--- config.mk ---
export PLATFORM = sky130hd
export DESIGN_NAME = crop_pack
export DESIGN_NICKNAME = d
export VERILOG_FILES = /design/src/rtl/crop_pack.sv
export SDC_FILE = /design/constraint.sdc
export NUM_CORES = 2
export LEC_CHECK = 0
export BUFFER_PORTS_ARGS = -buffer_cell sky130_fd_sc_hd__buf_2
export CORE_MARGIN = 2
export CORE_UTILIZATION = 50
export CTS_CLUSTER_SIZE = 8
export DETAILED_ROUTE_END_ITERATION = 10
export GPL_TIMING_DRIVEN = 0
export PLACE_DENSITY = 0.67
export SYNTH_ARGS = -nofsm -noshare
export SYNTH_HDL_FRONTEND = slang
export SYNTH_SLANG_ARGS = --single-unit
export TNS_END_PERCENT = 30
--- constraint.sdc ---
create_clock -name clk -period 13.63 [get_ports clk]
set_clock_uncertainty 0.15 [all_clocks]
set_input_delay 2.726 -clock clk [delete_from_list [all_inputs] [get_ports clk]]
set_output_delay 2.726 -clock clk [all_outputs]
set_load 0.02 [all_outputs]
--- src/rtl/crop_pack.sv ---
// Column-crop window plus dense repack of grouped raster data, zero-padding the last group.
// Define CROP_PACK_CHECK_EN to build the sticky overflow / bad-config error flag.
module crop_pack #(
    parameter int unsigned GROUP_SIZE = 8,
    parameter int unsigned DATA_WIDTH = 8,
    parameter int unsigned LOG_MAX_W  = 10,
    parameter int unsigned LOG_MAX_H  = 10
) (
    input  logic                             clk,
    input  logic                             rst,
    input  logic                             configure,
    input  logic [LOG_MAX_W-1:0]             w_in,
    input  logic [LOG_MAX_H-1:0]             h_in,
    input  logic [LOG_MAX_W-1:0]             w_start,
    input  logic [LOG_MAX_W-1:0]             w_out,
    input  logic [GROUP_SIZE*DATA_WIDTH-1:0] data_in,
    input  logic                             valid_in,
    output logic                             avail_out,
    output logic [GROUP_SIZE*DATA_WIDTH-1:0] data_out,
    output logic                             valid_out,
    input  logic                             avail_in,
    output logic                             done,
    output logic                             error
);
    localparam int unsigned GS  = GROUP_SIZE;
    localparam int unsigned DW  = DATA_WIDTH;
    localparam int unsigned GW  = GROUP_SIZE * DATA_WIDTH;
    localparam int unsigned CW  = $clog2(2 * GROUP_SIZE + 1);
    localparam int unsigned AIW = $clog2(2 * GROUP_SIZE);
    localparam int unsigned CBW = LOG_MAX_W + 1;
    localparam int unsigned RW  = LOG_MAX_H + 1;

    typedef enum logic [1:0] {StIdle, StRun, StFlush} state_e;

    state_e               r_state, w_state_d;
    logic [GW-1:0]        r_fifo [4];
    logic [1:0]           r_wr_ptr, r_rd_ptr;
    logic [2:0]           r_fifo_cnt;
    logic [DW-1:0]        r_acc [2*GS];
    logic [DW-1:0]        w_acc_d [2*GS];
    logic [CW-1:0]        r_count, w_count_d, w_cnt_after_emit, w_idx;
    logic [CBW-1:0]       r_col_base, w_col_step;
    logic [LOG_MAX_H-1:0] r_row;
    logic [LOG_MAX_W-1:0] r_w_in, r_w_start;
    logic [LOG_MAX_H-1:0] r_h_in;
    logic [CBW-1:0]       r_w_end;

    logic                 w_full, w_empty, w_push, w_pop, w_emit, w_cnt_ge_gs, w_col_wrap;
    logic [GW-1:0]        w_head;
    logic [GS-1:0]        w_keep, w_last, w_lane_wrap;
    logic [CBW-1:0]       w_lane_sum [GS];
    logic [CBW-1:0]       w_lane_col [GS];
    logic [RW-1:0]        w_lane_row [GS];

    assign w_full    = (r_fifo_cnt == 3'd4);
    assign w_empty   = (r_fifo_cnt == 3'd0);
    assign w_push    = valid_in & ~w_full;
    assign avail_out = (r_fifo_cnt < 3'd3);
    assign w_head    = r_fifo[r_rd_ptr];

    assign w_cnt_ge_gs = (r_count >= CW'(GS));
    assign w_emit      = avail_in & (w_cnt_ge_gs | ((r_state == StFlush) & (r_count != '0)));
    assign w_cnt_after_emit = !w_emit ? r_count : (w_cnt_ge_gs ? r_count - CW'(GS) : '0);
    // Only pop when the survivors are guaranteed to fit in the 2*GS accumulator.
    assign w_pop = (r_state == StRun) & ~w_empty & (w_cnt_after_emit <= CW'(GS));

    assign valid_out = w_emit;
    assign done      = (r_state == StFlush) & (r_count == '0);

    always_ff @(posedge clk) begin
        if (w_push) r_fifo[r_wr_ptr] <= data_in;
    end

    always_ff @(posedge clk) begin
        if (rst) begin
            r_wr_ptr   <= '0;
            r_rd_ptr   <= '0;
            r_fifo_cnt <= '0;
        end else begin
            if (w_push) r_wr_ptr <= r_wr_ptr + 2'd1;
            if (w_pop)  r_rd_ptr <= r_rd_ptr + 2'd1;
            r_fifo_cnt <= r_fifo_cnt + {2'b00, w_push} - {2'b00, w_pop};
        end
    end

    // Column/row of each lane in the head group; at most one row wrap per group.
    always_comb begin
        w_keep      = '0;
        w_last      = '0;
        w_lane_wrap = '0;
        for (int i = 0; i < GS; i++) begin
            w_lane_sum[i]  = r_col_base + CBW'(i);
            w_lane_wrap[i] = (w_lane_sum[i] >= {1'b0, r_w_in});
            w_lane_col[i]  = w_lane_wrap[i] ? w_lane_sum[i] - {1'b0, r_w_in} : w_lane_sum[i];
            w_lane_row[i]  = {1'b0, r_row} + RW'(w_lane_wrap[i]);
            w_keep[i] = (w_lane_col[i] >= {1'b0, r_w_start}) && (w_lane_col[i] < r_w_end)
                        && (w_lane_row[i] < {1'b0, r_h_in});
            w_last[i] = (w_lane_row[i] == {1'b0, r_h_in} - RW'(1))
                        && (w_lane_col[i] == {1'b0, r_w_in} - CBW'(1));
        end
    end

    assign w_col_step = r_col_base + CBW'(GS);
    assign w_col_wrap = (w_col_step >= {1'b0, r_w_in});

    // Slots at or above count are kept zero, so data_out needs no masking.
    always_comb begin
        w_acc_d   = r_acc;
        w_count_d = w_cnt_after_emit;
        w_idx     = w_cnt_after_emit;
        if (w_emit) begin
            for (int j = 0; j < GS; j++) begin
                w_acc_d[j]      = r_acc[j+GS];
                w_acc_d[j+GS]   = '0;
            end
        end
        if (w_pop) begin
            for (int i = 0; i < GS; i++) begin
                if (w_keep[i]) begin
                    w_acc_d[w_idx[AIW-1:0]] = w_head[i*DW +: DW];
                    w_idx = w_idx + CW'(1);
                end
            end
            w_count_d = w_idx;
        end
    end

    always_comb begin
        w_state_d = r_state;
        unique case (r_state)
            StIdle:  w_state_d = StIdle;
            StRun:   if (w_pop && (w_last != '0)) w_state_d = StFlush;
            StFlush: if (r_count == '0) w_state_d = StIdle;
            default: w_state_d = StIdle;
        endcase
    end

    always_comb begin
        for (int i = 0; i < GS; i++) data_out[i*DW +: DW] = r_acc[i];
    end

    always_ff @(posedge clk) begin
        if (rst) begin
            r_state    <= StIdle;
            r_count    <= '0;
            r_col_base <= '0;
            r_row      <= '0;
            r_w_in     <= '0;
            r_h_in     <= '0;
            r_w_start  <= '0;
            r_w_end    <= '0;
            for (int j = 0; j < 2*GS; j++) r_acc[j] <= '0;
        end else if (configure) begin
            r_state    <= StRun;
            r_count    <= '0;
            r_col_base <= '0;
            r_row      <= '0;
            r_w_in     <= w_in;
            r_h_in     <= h_in;
            r_w_start  <= w_start;
            r_w_end    <= {1'b0, w_start} + {1'b0, w_out};
            for (int j = 0; j < 2*GS; j++) r_acc[j] <= '0;
        end else begin
            r_state <= w_state_d;
            r_count <= w_count_d;
            r_acc   <= w_acc_d;
            if (w_pop) begin
                r_col_base <= w_col_wrap ? w_col_step - {1'b0, r_w_in} : w_col_step;
                if (w_col_wrap) r_row <= r_row + LOG_MAX_H'(1);
            end
        end
    end

`ifdef CROP_PACK_CHECK_EN
    logic r_error;
    logic w_cfg_bad;
    assign w_cfg_bad = (w_in < LOG_MAX_W'(GS)) | (h_in == '0) | (w_out == '0)
                       | (({1'b0, w_start} + {1'b0, w_out}) > {1'b0, w_in});
    always_ff @(posedge clk) begin
        if (rst) r_error <= 1'b0;
        else if ((valid_in & w_full) | (configure & w_cfg_bad)) r_error <= 1'b1;
    end
    assign error = r_error;
`else
    assign error = 1'b0;
`endif

endmodule

# Word-level counts from Yosys, hierarchy flattened
# Memory sizes are Yosys's and may differ from the RTL's. A register that Yosys moved wholly into a read port is not among the register bits.
# Cells that the tools add are included.
[totals]
mem_bits_rw = 256
word_cells = 280
inputBits = 109
memories = 1
out_inout_bits = 68
register_bits = 204
[op_classes]
n_eq_ne = 23
magnitude_cmp = 52
n_mux = 76
bitwise = 17
n_reduce_logical = 41
addsub = 42
[mem_list]
columns = ["name", "depth", "width", "rd", "rd_ports_with_merged_regs", "wr", "line", "source"]
rows = [
  ["r_fifo", 4, 64, 1, 1, 1, "36", "logic [GW-1:0] r_fifo [4];"],
]
[op_table]
columns = ["operator", "count"]
rows = [
  ["128-bit 2-to-1 mux", 17],
  ["128-bit bitwise mux", 8],
  ["8-bit demux with 4-bit select", 8],
  ["11-bit by 10-bit >= comparator with 1-bit output", 17],
  ["11-bit equality test", 16],
  ["11-bit 2-to-1 mux", 9],
  ["11-bit by 10-bit subtractor with 11-bit output", 9],
  ["5-bit 2-to-1 mux", 18],
  ["10-bit by 1-bit adder with 11-bit output", 8],
  ["11-bit by 10-bit less-than comparator with 1-bit output", 8],
  ["11-bit less-than comparator", 8],
  ["8-bit 2-to-1 mux", 8],
  ["11-bit by 3-bit adder with 11-bit output, second input constant", 4],
  ["5-bit by 1-bit adder with 5-bit output, second input constant", 8],
  ["5-bit >= comparator, second input constant", 8],
  ["5-bit by 1-bit less-than comparator with 1-bit output, second input constant", 8],
  ["4-bit inverter with 5-bit output", 8],
  ["1-bit logical AND", 33],
  ["11-bit by 2-bit adder with 11-bit output, second input constant", 2],
  ["10-bit by 1-bit subtractor with 11-bit output, second input constant", 2],
  ["10-bit by 10-bit adder with 11-bit output", 1],
  ["11-bit by 1-bit adder with 11-bit output, second input constant", 1],
  ["11-bit by 4-bit adder with 11-bit output, second input constant", 1],
  ["10-bit by 1-bit adder with 10-bit output, second input constant", 1],
  ["other kinds (24)", 40],
]

# Depth between registers and ports, before layout
[depth]
ltp_word = 34
ltp_mapped = 50

# Least setup slack after synthesis
# Ideal clock, no wire load.
[synth_timing]
kind = "reg2reg"
startpoint = "register r_col_base[1]"
endpoint = "register r_acc[62] (netlist name)"
synth_period_minus_slack_ns = 9.973
stages_incl_launch_ff = 47
setup_slack_ns = 3.657
path_buffers = 5
t_arrival_ns = 9.707
setup_time_ns = 0.117
t_required_ns = 13.363
cell_sequence = "dfxtp_1 clkbuf_1 inv_1 ha_1 o21bai_1 o2111ai_1 a31o_2 and2_1 buf_2 inv_1 buf_1 ha_1 ha_1 nand2_1 nor2_1 xor2_1 ha_1 a211oi_1 (+11 left out) o21ai_1 ha_1 mux2i_1 inv_1 ha_1 nand2_1 o21ai_0 ha_1 nand2_1 o311ai_2 ha_1 nor3b_1 xnor2_1 nor2_4 and4_1 clkbuf_1 a21oi_1 a22o_1"
[synth_via]
elab_chain_cells = 33
[synth_rtl]
columns = ["element", "line", "source"]
rows = [
  ["start, declared", "42", "logic [CBW-1:0] r_col_base, w_col_step;"],
  ["start signal, assigned", "168", "r_col_base <= w_col_wrap ? w_col_step - {1'b0, r_w_in} : w_col_step;"],
  ["parallel branches: the longest is 31 deep, another holds 11-bit by 10-bit >= comparator with 1-bit output", "--", ""],
  ["128-bit 2-to-1 mux (*)", "119", "if (w_keep[i]) begin"],
  ["128-bit 2-to-1 mux (*)", "117", "if (w_pop) begin"],
  ["end signal, assigned", "166", "r_acc <= w_acc_d;"],
  ["end, declared", "39", "logic [DW-1:0] r_acc [2*GS];"],
]
# Mark *: on every way between the ends. The select of a mux whose other input is x is not followed.
# A chain may end at the register's enable or synchronous reset.

# Worst setup path in the final report
[layout_timing]
startpoint = "register r_col_base[1]"
endpoint = "register r_acc (netlist bit data_out[44])"
# Same word-level chain as after synthesis.

==> impl_metrics.py <==
metrics = {
    "status": {
        "status": "complete, but fails checks",
        "violations": "design-rule violations, max-capacitance violations, max-slew violations",
    },
    "layout": {
        "final_layout_size_suffix_gt1_share_pct": 15.2,
        "layout.cells.non_filler": 6607,
        "final_common_cell": "mux2i_1",
        "mostFrequentLayoutCells": "mux2i_1 (578), ha_1 (395), nor2_1 (366)",
        "fin_nets": 5816,
        "area_delta_synth_final_pct": 10.6,
    },
    "timing": {
        "fmax_ghz": 0.0743,
        "finalCriticalPeriod_ns": 13.45,
        "timing.final.ws_setup_ns": 0.177,
        "finalCritPeriodShare_pct": 98.7,
        "slew_violations": 157,
        "worst_pin_slew_ns": 1.66,
        "setup_violations": 0,
        "rsz0062_at_grt": "no",
        "slew_headroom_pct": -10.9,
        "hold_viol": 0,
    },
    "power": {
        "swShare_pct": 56.0,
        "peakVddDrop_uv": 382,
        "p_comb_share_pct": 73.6,
        "powerDensity_nw_per_um2": 248,
        "pwr-share-seq_pct": 13.3,
        "p_total_mw": 12.7,
        "clkPwrFrac_pct": 13.1,
        "power.net_switching_mw": 7.13,
        "cellLeakagePower_nw": 21.4,
        "p_int_mw": 5.59,
    },
    "critical_path": {
        "crit_end": "data_out[44]",
        "crit_buf_inv": 7,
        "cpPeakStageDelay_ns": 0.50,
        "critPathArrivalTime_ns": 13.82,
        "crit_path_end_kind": "flip-flop",
        "r2r_end": "data_out[44]",
        "cp_top_family": "compound AO/OA/AOI/OAI gates",
        "crit_required_ns": 14.00,
        "cp_max_fo": 14,
        "r2r-start": "r_col_base[1]",
        "cp.depth": 45,
        "crit_type": "reg -> reg",
        "cpMostUsedCell": "ha_1",
        "crit_path_top_delay_cell": "nor4b_2",
        "r2r_slack_ns": 0.18,
        "cp-startpoint": "r_col_base[1]",
        "critPathLaunchType": "flip-flop",
        "reg2regPathDepth": 45,
    },
    "clock_tree": {
        "clk_latency_ns": 0.65,
        "cts_tree": "yes",
        "clk_pin_slew_ns": 0.06,
        "cts.path.max_buffers": 3,
        "cts_setup_buffers": 0,
        "cts.htree.levels": 3,
        "numCtsBuffers": 69,
        "cts_sinks": 462,
        "root_buffer": "clkbuf_16",
    },
    "floorplan": {
        "die_h_um": 309,
        "pin_count": 177,
        "core-area_sq_um": 91800,
        "rows": 111,
        "die_area_sq_um": 95200,
        "start_util_pct": 50.5,
        "fp.dieW_um": 309,
    },
    "logic_synthesis": {
        "synth.distinct_cells": 121,
        "synthFlopType": "edfxtp_1",
        "synth_cells": 5044,
        "syn_nets": 5554,
        "yosysWarningCount": 0,
        "ys_ff_latch": 462,
        "synth_async_sr_flop_share_pct": 0,
        "synthesis.area_sq_um": 46400,
        "avgSynthCellArea_sq_um": 9.19,
        "synth_edf_count": 256,
        "ys_seq_area_share_pct": 25.5,
    },
    "grt": {
        "grt_pass1_wl_mm": 296,
        "grt_pass1_vias": 41210,
        "grt-ovfl-total": 0,
        "grt.total_usage_pct": 43.3,
        "antenna_found_initial": 15,
        "grt_max_degree": 59,
    },
    "placement": {
        "place.gp.congestion": 1.10,
        "port_buffers": 173,
        "dp_slack_ns": -0.847,
        "dp_hpwl_mm": 161,
        "dp_cells": 6476,
    },
    "detailed_routing": {
        "wire_per_inst_um": 32.2,
        "route.detailed.drc": 3,
        "wl_met3_mm": 33.0,
        "drt-initial-drc-count": 6811,
        "wl_mm": 213,
        "viasPerCell": 6.87,
        "met1_length_mm": 87.1,
        "top_layer": "met5",
        "num_vias": 45397,
        "wl_met2_mm": 80.7,
        "drt_first_pass_iters": 11,
        "final_antenna_net_count": 0,
    },
    "job": {
        "maxCapViolCount": 20,
    },
    "worst_hold_path": {
        "hold_path_class": "reg -> reg",
    },
}
==> power by group through the flow <==
| stage | registers [mW] | logic [mW] | clock network [mW] |
|---|---|---|---|
| global placement | 1.72 | 8.58 | 0 |
| detailed placement | 1.71 | 8.68 | 0 |
| floorplan | 1.69 | 5.87 | 0 |
| CTS | 1.69 | 8.75 | 1.67 |
| global route | 1.70 | 9.63 | 1.73 |
| finish | 1.69 | 9.37 | 1.66 |
==> layout make-up <==
type                    count  area [sq um]
diodes                     13          32.5
plain buffers             378          1800
clock buffers             108          1890
clock inverters             8           140
fillers                  8386         40500
inverters                 144           544
multi-input cells        4059         32300
flip-flops and latches    462         11800
well taps                1243          1560
repair buffers            192          1160
==> stage by stage <==
stage	area, sq um	utilization (%)	hold slack, ns	setup TNS (ns)
5_1_grt	51300	55.8	0.363	0
4_1_cts	51200	55.8	0.341	0
3_5_place_dp	49100	53.5	0.326	-80.33
3_3_place_gp	48800	53.2	0.322	-78.65
6_report	51300	55.9	0.340	0
2_1_floorplan	46400	-	0.288	0
==> worst min path at each step <==
stage / slack (ns) / startpoint / depth (start not counted) / endpoint
3_5_place_dp: 0.33 / r_w_end[4] / 2 / r_w_end[4]
5_1_grt: 0.36 / r_w_start[3] / 2 / r_w_start[3]
3_3_place_gp: 0.32 / r_w_end[1] / 2 / r_w_end[1]
6_report: 0.34 / r_w_end[4] / 2 / r_w_end[4]
2_1_floorplan: 0.29 / r_acc[63] / 2 / r_acc[63]
4_1_cts: 0.34 / r_w_end[4] / 2 / r_w_end[4]
==> state kept, by name, summed over array words and instances (netlist names), named ones only <==
register / count
r_fifo_cnt: 3
r_w_start: 10
r_row: 10
r_rd_ptr: 2
r_col_base: 11
r_h_in: 10
r_count: 5
r_w_end: 11
data_out: 64
r_wr_ptr: 2
r_acc: 64
r_fifo: 256
r_w_in: 10
r_state: 2
==> worst reg2reg max path: cells and delay by family, from the launching register on <==
kind / cells / cell delay (ns)
adder cells (fa/ha/maj): 10 / 3.51
multiplexers: 1 / 0.37
AND/OR/NAND/NOR: 12 / 2.80
buffers and inverters: 7 / 1.80
flip-flops: 1 / 0.49
AO/OA/AOI/OAI: 13 / 3.59
XOR/XNOR: 2 / 0.61
==> cells in the mapped netlist, drive strengths merged, types with 53 or more instances <==
cell type	count	area share [%]
a211oi	102	1.8
a21o	53	0.86
a21oi	330	3.6
a22o	60	1.1
a31oi	77	1.1
buf	169	2.2
clkbuf	210	1.7
dfxtp	206	8.9
edfxtp	256	17
ha	395	11
inv	142	1.1
mux2	225	5.5
mux2i	579	12
nand2	252	2.0
nand3	102	1.1
nand4	75	1.1
nor2	369	3.0
nor3	85	1.2
o211ai	146	2.5
o21a	57	0.92
o21ai	228	2.5
xnor2	256	5.0
xor2	122	2.4
==> logic make-up after synthesis <==
group | count (synthesis) | share of synthesized area, %
xor+xnor | 380 | 7.54
simple gates | 1158 | 12.6
other cells | 1 | 0.00809
buf+inv | 523 | 5.03
fa+ha+maj | 401 | 10.9
flops | 462 | 25.5
mux | 834 | 19.4
compound gates | 1285 | 19.0
==> timing repair <==
item	CTS	global route
hold buffers	0	0
setup endpoints to repair	131	128
resized for setup	3	6
==> metal layers <==
metal	GRT usage, %	up-vias
met5	1.11	-
met4	20.4	10
met3	17.1	699
met2	57.3	3429
met1	60.6	21824
li1	-	19435
No activity file was read; power rests on OpenSTA's default activity.
